File: config.mk
export PLATFORM = sky130hd
export DESIGN_NAME = traffic_led_monitor
export DESIGN_NICKNAME = d
export VERILOG_FILES = /design/src/rtl/traffic_led_monitor.sv
export SDC_FILE = /design/constraint.sdc
export NUM_CORES = 1
export LEC_CHECK = 0
export BUFFER_PORTS_ARGS = -buffer_cell sky130_fd_sc_hd__buf_2
export CAP_MARGIN = 20
export CORE_ASPECT_RATIO = 0.9
export CORE_MARGIN = 1
export CORE_UTILIZATION = 42
export CTS_BUF_LIST = sky130_fd_sc_hd__clkbuf_4
export CTS_CLUSTER_DIAMETER = 150
export DETAILED_ROUTE_END_ITERATION = 6
export PLACE_DENSITY = 0.64
export SYNTH_ARGS = -nofsm -noshare
export SYNTH_HDL_FRONTEND = slang
export SYNTH_SLANG_ARGS = --single-unit
File: constraint.sdc
create_clock -name clk -period 5.5 [get_ports clk]
set_input_delay 0.825 -clock clk [delete_from_list [all_inputs] [get_ports clk]]
set_output_delay 0.825 -clock clk [all_outputs]
set_load 0.05 [all_outputs]
File: src/rtl/traffic_led_monitor.sv
// traffic_led_monitor
// Passive observer for the 6-bit traffic-light LED bus. It registers the bus,
// decodes it into a phase, times each phase and records the first illegal
// pattern, illegal transition or early exit from a GO/WARN phase. The block
// has no path back onto the LED bus.
module traffic_led_monitor #(
    parameter int MIN_GREEN  = 8,
    parameter int MIN_YELLOW = 3,
    parameter int DWELL_W    = 16
) (
    input  logic               clk,
    input  logic               rst,
    input  logic [5:0]         led_in,
    input  logic               clear,
    output logic [2:0]         phase,
    output logic               phase_change,
    output logic [DWELL_W-1:0] dwell,
    output logic [DWELL_W-1:0] last_dwell,
    output logic [15:0]        change_count,
    output logic               violation,
    output logic [1:0]         viol_code,
    output logic [7:0]         viol_count
);

    localparam logic [2:0] PH_UNKNOWN   = 3'd0;
    localparam logic [2:0] PH_MAIN_GO   = 3'd1;
    localparam logic [2:0] PH_MAIN_WARN = 3'd2;
    localparam logic [2:0] PH_ALL_RED   = 3'd3;
    localparam logic [2:0] PH_SIDE_GO   = 3'd4;
    localparam logic [2:0] PH_SIDE_WARN = 3'd5;
    localparam logic [2:0] PH_EMERG     = 3'd6;
    localparam logic [2:0] PH_ILLEGAL   = 3'd7;

    localparam logic [1:0] VC_NONE    = 2'd0;
    localparam logic [1:0] VC_PATTERN = 2'd1;
    localparam logic [1:0] VC_TRANS   = 2'd2;
    localparam logic [1:0] VC_SHORT   = 2'd3;

    localparam logic [DWELL_W-1:0] DWELL_MAX = {DWELL_W{1'b1}};
    localparam logic [DWELL_W-1:0] DWELL_ONE = {{(DWELL_W-1){1'b0}}, 1'b1};
    localparam logic [DWELL_W-1:0] MIN_G     = DWELL_W'(MIN_GREEN);
    localparam logic [DWELL_W-1:0] MIN_Y     = DWELL_W'(MIN_YELLOW);

    // Map a lamp pattern {main RYG, side RYG} onto a phase; both emergency
    // flash states collapse onto one phase so flashing is not a change.
    function automatic logic [2:0] decode_led(input logic [5:0] led);
        logic [2:0] ph;
        case (led)
            6'b001100: ph = PH_MAIN_GO;
            6'b010100: ph = PH_MAIN_WARN;
            6'b100100: ph = PH_ALL_RED;
            6'b100001: ph = PH_SIDE_GO;
            6'b100010: ph = PH_SIDE_WARN;
            6'b010010: ph = PH_EMERG;
            6'b000000: ph = PH_EMERG;
            default:   ph = PH_ILLEGAL;
        endcase
        return ph;
    endfunction

    // Allowed successor check for a transition out of a legal phase.
    function automatic logic is_legal(input logic [2:0] from_ph, input logic [2:0] to_ph);
        logic ok;
        case (from_ph)
            PH_MAIN_GO:   ok = (to_ph == PH_MAIN_WARN) || (to_ph == PH_EMERG);
            PH_MAIN_WARN: ok = (to_ph == PH_ALL_RED)   || (to_ph == PH_EMERG);
            PH_ALL_RED:   ok = (to_ph == PH_MAIN_GO)   || (to_ph == PH_SIDE_GO) ||
                               (to_ph == PH_EMERG);
            PH_SIDE_GO:   ok = (to_ph == PH_SIDE_WARN) || (to_ph == PH_EMERG);
            PH_SIDE_WARN: ok = (to_ph == PH_ALL_RED)   || (to_ph == PH_EMERG);
            PH_EMERG:     ok = (to_ph == PH_ALL_RED);
            default:      ok = 1'b0;
        endcase
        return ok;
    endfunction

    logic [5:0]         led_q_r;
    logic               led_valid_r;
    logic [2:0]         phase_r;
    logic               phase_change_r;
    logic [DWELL_W-1:0] dwell_r;
    logic [DWELL_W-1:0] last_dwell_r;
    logic [15:0]        change_count_r;
    logic               violation_r;
    logic [1:0]         viol_code_r;
    logic [7:0]         viol_count_r;

    logic [2:0]         decoded_s;
    logic               change_s;
    logic               count_s;
    logic               short_s;
    logic [1:0]         code_s;
    logic               event_s;

    // Decode the registered bus and detect a phase change. The first sample
    // after reset is not yet valid, so the cleared register is not mistaken
    // for an emergency-off pattern.
    always_comb begin
        decoded_s = decode_led(led_q_r);
        change_s  = led_valid_r && (decoded_s != phase_r);
        count_s   = change_s && (phase_r != PH_UNKNOWN);
    end

    // Early-exit test on the phase currently being left.
    always_comb begin
        short_s = 1'b0;
        case (phase_r)
            PH_MAIN_GO, PH_SIDE_GO:     short_s = (dwell_r < MIN_G);
            PH_MAIN_WARN, PH_SIDE_WARN: short_s = (dwell_r < MIN_Y);
            default:                    short_s = 1'b0;
        endcase
    end

    // Classify a change into at most one violation code, highest priority first;
    // leaving UNKNOWN or ILLEGAL is a resync and is not checked.
    always_comb begin
        code_s = VC_NONE;
        if (!change_s) begin
            code_s = VC_NONE;
        end else if (decoded_s == PH_ILLEGAL) begin
            code_s = VC_PATTERN;
        end else if ((phase_r == PH_UNKNOWN) || (phase_r == PH_ILLEGAL)) begin
            code_s = VC_NONE;
        end else if (!is_legal(phase_r, decoded_s)) begin
            code_s = VC_TRANS;
        end else if ((decoded_s != PH_EMERG) && short_s) begin
            code_s = VC_SHORT;
        end else begin
            code_s = VC_NONE;
        end
        event_s = (code_s != VC_NONE);
    end

    // Input register and phase/dwell tracking.
    always_ff @(posedge clk) begin
        if (rst) begin
            led_q_r        <= 6'd0;
            led_valid_r    <= 1'b0;
            phase_r        <= PH_UNKNOWN;
            phase_change_r <= 1'b0;
            dwell_r        <= {DWELL_W{1'b0}};
            last_dwell_r   <= {DWELL_W{1'b0}};
        end else begin
            led_q_r        <= led_in;
            led_valid_r    <= 1'b1;
            phase_change_r <= change_s;
            if (change_s) begin
                phase_r      <= decoded_s;
                last_dwell_r <= dwell_r;
                dwell_r      <= DWELL_ONE;
            end else if (led_valid_r && (dwell_r != DWELL_MAX)) begin
                dwell_r <= dwell_r + DWELL_ONE;
            end else begin
                dwell_r <= dwell_r;
            end
        end
    end

    // Statistics and sticky violation state; a coincident event beats clear.
    always_ff @(posedge clk) begin
        if (rst) begin
            change_count_r <= 16'd0;
            violation_r    <= 1'b0;
            viol_code_r    <= VC_NONE;
            viol_count_r   <= 8'd0;
        end else begin
            if (clear) begin
                change_count_r <= count_s ? 16'd1 : 16'd0;
            end else if (count_s) begin
                change_count_r <= change_count_r + 16'd1;
            end else begin
                change_count_r <= change_count_r;
            end

            if (event_s && (clear || !violation_r)) begin
                violation_r <= 1'b1;
                viol_code_r <= code_s;
            end else if (clear) begin
                violation_r <= 1'b0;
                viol_code_r <= VC_NONE;
            end else begin
                violation_r <= violation_r;
                viol_code_r <= viol_code_r;
            end

            if (clear) begin
                viol_count_r <= event_s ? 8'd1 : 8'd0;
            end else if (event_s && (viol_count_r != 8'd255)) begin
                viol_count_r <= viol_count_r + 8'd1;
            end else begin
                viol_count_r <= viol_count_r;
            end
        end
    end

    assign phase        = phase_r;
    assign phase_change = phase_change_r;
    assign dwell        = dwell_r;
    assign last_dwell   = last_dwell_r;
    assign change_count = change_count_r;
    assign violation    = violation_r;
    assign viol_code    = viol_code_r;
    assign viol_count   = viol_count_r;

endmodule

# Word-level counts from Yosys, hierarchy flattened
# Index checks and enable logic that the tools add are counted.
dict set report op_classes {
  muxes 24
  n_eq_ne 24
  n_reduce_logical 26
  order_cmp 2
  addsub 3
}
# cell n
set ops {}
lappend ops {{$add 16x1->16 const B} 2}
lappend ops {{$mux 16} 2}
lappend ops {{$eq 3x3->1 const B} 8}
lappend ops {{$eq 6x6->1 const B} 3}
lappend ops {{$pmux 3 s6} 1}
lappend ops {{$lt 16x2->1 const B} 1}
lappend ops {{$lt 16x4->1 const B} 1}
lappend ops {{$mux 8} 2}
lappend ops {{$ne 16x16->1 const B} 1}
lappend ops {{$mux 2} 7}
lappend ops {{$eq 3x2->1 const B} 4}
lappend ops {{$eq 6x5->1 const B} 2}
lappend ops {{$mux 1} 10}
lappend ops {{$reduce_bool 2->1} 5}
lappend ops {{$add 8x1->8 const B} 1}
lappend ops {{$ne 8x8->1 const B} 1}
lappend ops {{$reduce_or 2->1} 4}
lappend ops {{$logic_or 1x1->1} 7}
lappend ops {{$eq 3x1->1 const B} 2}
lappend ops {{$eq 6x4->1 const B} 1}
lappend ops {{$logic_and 1x1->1} 6}
lappend ops {{$logic_not 6->1} 1}
lappend ops {{$pmux 1 s5} 1}
lappend ops {{$logic_not 3->1} 1}
lappend ops {{other kinds (5)} 5}
dict set report totals {
  in_bits 9
  wordCells 90
  reg_bits 70
}

# Longest topological paths before layout
dict set report depth {
  ltp_word 18
  mapped_depth 10
}

# Worst setup path after synthesis
# Ideal clock, no wire load.
dict set report synth_path {
  path_type {register to register}
  start {reg phase_r[1] (netlist: phase[1])}
  end {reg viol_count_r[6] (netlist: viol_count[6])}
  t_arrival_ns 2.634
  period_less_slack_ns 2.753
  setup_time_ns 0.119
  setup_slack_ns 2.747
  stages_incl_launch_ff 10
  n_path_buf 2
  cell_sequence {dfxtp_1 -> clkbuf_1 -> nor3b_1 -> a21oi_1 -> or3_1 -> a221oi_1 -> mux2i_1 -> buf_2 -> or2_1 -> o221a_2}
}
dict set report synth_between {
  elab_chain_cells 13
  elab_cells_between_ends 27
  cone_classes {8 x eq/ne; 10 x mux; 9 x reduce/logical}
}
# element line
set synth_lines {}
lappend synth_lines {{start: declaration} 79} ;# logic [2:0] phase_r;
lappend synth_lines {{start signal: assignment} 148} ;# phase_r <= decoded_s;
lappend synth_lines {{$eq 3x3->1 or $eq 3x2->1 (tied branches)} {64, 107}}
lappend synth_lines {{$reduce_or 2->1 (no line)} -}
lappend synth_lines {{$pmux 1 s5} 64} ;# case (from_ph)
lappend synth_lines {{$mux 1} 122} ;# end else if ((phase_r == PH_UNKNOWN) || (phase_r == PH_ILLEGAL)) begin
lappend synth_lines {{$mux 1} 120} ;# end else if (decoded_s == PH_ILLEGAL) begin
lappend synth_lines {{$mux 1} 118} ;# if (!change_s) begin
lappend synth_lines {{$mux 2} 124} ;# end else if (!is_legal(phase_r, decoded_s)) begin
lappend synth_lines {{$mux 2} 122}
lappend synth_lines {{$mux 2} 120}
lappend synth_lines {{$mux 2 (*)} 118}
lappend synth_lines {{$reduce_bool 2->1 (*)} 131} ;# event_s = (code_s != VC_NONE);
lappend synth_lines {{$logic_and 1x1->1 (*)} 188} ;# end else if (event_s && (viol_count_r != 8'd255)) begin
lappend synth_lines {{$reduce_bool 2->1 (no line) (*)} -}
lappend synth_lines {{end signal: assignment} 187} ;# viol_count_r <= event_s ? 8'd1 : 8'd0;
lappend synth_lines {{end signal: assignment} 189} ;# viol_count_r <= viol_count_r + 8'd1;
lappend synth_lines {{end signal: assignment} 191} ;# viol_count_r <= viol_count_r;
lappend synth_lines {{end: declaration} 86} ;# logic [7:0] viol_count_r;
# Mark *: on every way between the ends. The rest lies on a longest branch, timed or not. The select of a mux whose other input is x is not followed.
# A chain may end at the register's enable or synchronous reset.

# Worst setup path after layout
dict set report layout_path {
  start {reg led_q_r[1]}
  end {reg viol_count_r[6] (netlist: viol_count[6])}
}
dict set report layout_between {
  elab_chain_cells 17
  elab_cells_between_ends 37
  cone_classes {15 x eq/ne; 10 x mux; 12 x reduce/logical}
}
# element line
set layout_lines {}
lappend layout_lines {{start: declaration} 77} ;# logic [5:0] led_q_r;
lappend layout_lines {{start signal: assignment} 144} ;# led_q_r <= led_in;
lappend layout_lines {{$eq 6x5->1 or $logic_not 6->1 (tied branches)} 48} ;# case (led)
lappend layout_lines {{$reduce_or 2->1 (no line)} -}
lappend layout_lines {{$pmux 3 s6 (*)} 48}
lappend layout_lines {{$eq 3x1->1 or $eq 3x3->1 (tied branches)} 67} ;# PH_ALL_RED: ok = (to_ph == PH_MAIN_GO) || (to_ph == PH_SIDE_GO) ||
lappend layout_lines {{$logic_or 1x1->1 (2 in series)} 67}
lappend layout_lines {{$pmux 1 s5} 64}
lappend layout_lines {{$mux 1} 122}
lappend layout_lines {{$mux 1} 120}
lappend layout_lines {{$mux 1} 118}
lappend layout_lines {{$mux 2} 124}
lappend layout_lines {{$mux 2} 122}
lappend layout_lines {{$mux 2} 120}
lappend layout_lines {{$mux 2 (*)} 118}
lappend layout_lines {{$reduce_bool 2->1 (*)} 131}
lappend layout_lines {{$logic_and 1x1->1 (*)} 188}
lappend layout_lines {{$reduce_bool 2->1 (no line) (*)} -}
# Marks and branches as above.

==> results.cfg <==
[setup_path]
cp_num_buf_inv = 0
cp_slowest_cell = mux2i_1
critical_path_class = reg -> reg
crit_family = simple AND/OR/NAND/NOR gates
regToRegStartpoint = led_q_r[1]
crit_chain = or4b_4 > or3_1 > a32o_1 > a22oi_2 > mux2i_1 > or2_1 > o221a_2
startpoint_type = flip-flop
cp.arrival_ps = 3540
crit_path_max_fanout = 12
setup.worst_path.start = led_q_r[1]
cp_data_required_time_ps = 5860
crit_path_end_kind = flip-flop
max_stage_delay_ps = 790

[clock_network]
cts_buffer_depth = 2
cts_tree = built
cts_setup_buffers = 0
clock-sinks = 70
clock_latency_ps = 410
numCtsBuffers = 9
path_clk_slew_ps = 110
htree_levels = 3
holdBufCountCts = 0
cts_resized = 0
clockRootBuffer = clkbuf_4

[grt]
antenna_found_initial = 0
grt_usage = 0.185
grt_pass1_vias = 2637
grt_pass1_wl_um = 12700
grt_overflow = 0
grt_max_degree = 36

[layout]
fin_nets = 474
n_antenna_cell = 0
nFillCells = 761
drive_gt1_frac = 0.218
mostFrequentLayoutCells = 71 x buf_2, 70 x nor2_1, 70 x dfxtp_1
syn2layout_area_growth_pct = 16.7
layout_commonest_cell = buf_2

[yosys]
ys_seq_area_frac = 0.413
synthDistinctLibCells = 55
synth_xor_area_frac = 0.0903
syn_inst = 400
synth_compound_area_frac = 0.107
syn-num-nets = 412
syn_avg_cell_area_sq_um = 8.48
synthFlopType = dfxtp_1
async_reset_ff_frac = 0
ys_seq_elements = 70
synth_warnings = 0
synth_edf_count = 0
synthAdderAreaFrac = 0.0111
yosys.area_share.simple = 0.287
synthMuxAreaShare = 0.0472
synth_area_sq_um = 3390
synth_top_family_by_area = simple AND/OR/NAND/NOR gates

[power_and_ir_drop]
power_density_nw_per_um2 = 259
peakVddDrop_mv = 0.129
p_clk_frac = 0.352
intPower_uw = 741
seq_power_share = 0.523
p_sw_frac = 0.278
comb_power_share = 0.125
p_leak_nw = 1.60
power.total_mw = 1.03
p_sw_uw = 286

[sta]
whs_ps = 472
relSlewSlack = 0.375
fin_crit_ps = 3190
hold_viol = 0
skew_ps = 12.1
fmax_ghz = 0.314
rsz0062_at_grt = false
finalMaxSlewViolations = 0
period_share = 0.579
setup_viol = 0
worstMarginPinSlew_ps = 911
setup_tns_ps = 0

[placement]
gp_congestion = 0.866
numPortBuffers = 71
dp.final_hpwl_um = 5320

[detailed_routing]
drtAntennaViolNets = 0
via_per_inst = 5.28
drtIter0Drc = 109
vias = 2971
drtPass1Iterations = 4
drc = 0
wire_per_inst_um = 13.5
routed_wl_um = 7620

[run_status]
status = finished, final reports clean

[die]
die-area_sq_um = 8440
pin_count = 72
fp.coreArea_sq_um = 7690
row_count = 30
initial_core_util = 0.441
fp.dieW_um = 96.7
die_h_um = 87.3

[job]
max_cap_viol_count = 0

[hold_path]
hold_path_startpoint = viol_code[0]
hold_class = reg -> reg
## synthesized netlist by cell type (7+ instances only)
cell type  instances  area share
nand2_1           29       0.032
inv_1             13       0.014
clkbuf_1          15       0.017
mux2i_1           16       0.047
nand3_1           11       0.016
xnor2_1           28       0.072
nor2b_1            8       0.015
dfxtp_1           70        0.41
xor2_1             7       0.018
nor3_1            11       0.016
nor4_1            14       0.026
a21oi_1           13       0.019
nor2_1            70       0.077
## per-layer routing
metal / vias up / share of wire / wire [um] / GRT usage
li1: 1524 / - / - / -
met1: 1377 / 0.49 / 3750 / 0.246
met5: - / 0 / 0 / 0
met2: 60 / 0.46 / 3490 / 0.296
met3: 10 / 0.036 / 273 / 0.0425
met4: 0 / 0.014 / 104 / 0.0638
## cells by family (layout without fill, tap and decap cells)
family,after synthesis,count (layout)
AOI/OAI and AO/OA,49,49
xor gates and xnor gates,35,35
adders and majority gates,3,3
buffers and inverters,36,103
DFF,70,70
muxes,16,16
and+or+nand+nor,191,191
## final timing paths
kind	cells after the start	slack, ps	endpoint
min	2	470	viol_code[0]
max reg2reg	7	2310	viol_count[6]
max	7	2310	viol_count[6]
min reg2reg	2	470	viol_code[0]
## flip-flops by register name (all words and copies together) (netlist names)
register and flops:
change_count 16, led_valid_r 1, violation 1, last_dwell 16
phase 3, phase_change 1, dwell 16, viol_code 2
viol_count 8, led_q_r 6
## cell type report
cell class | instances | area [sq um] | share of cell area
flip-flops and latches | 70 | 1400 | 0.354
repair buffers | 74 | 382 | 0.0964
clock buffers | 9 | 67.6 | 0.0171
well taps | 96 | 120 | 0.0303
inverters | 13 | 48.8 | 0.0123
clock inverters | 7 | 88.8 | 0.0224
multi-input cells | 294 | 1850 | 0.468
## tightest hold or removal path, cell delays in order, from the launching register on
cell     delay, ps
dfxtp_1        330
nand2_1         60
o22ai_1         50
## stage by stage
stage / utilization / area, sq um / setup slack (ps) / std cells
final: 0.515 / 3960 / 2310 / 563
after global routing: 0.515 / 3960 / 2130 / 563
after CTS: 0.513 / 3950 / 2010 / 562
after detailed placement: 0.493 / 3790 / 2090 / 546
after global placement: 0.493 / 3790 / 2190 / 546
after floorplan: - / 3390 / 2750 / 400
## power by group through the flow
stage	logic, mW	clock network [mW]	registers, mW
2_1_floorplan	0.0820	0	0.564
3_3_place_gp	0.125	0	0.548
3_5_place_dp	0.127	0	0.548
4_1_cts	0.128	0.374	0.537
5_1_grt	0.140	0.399	0.540
6_report	0.128	0.361	0.537
Note: power is estimated with default switching activity, not from simulation.
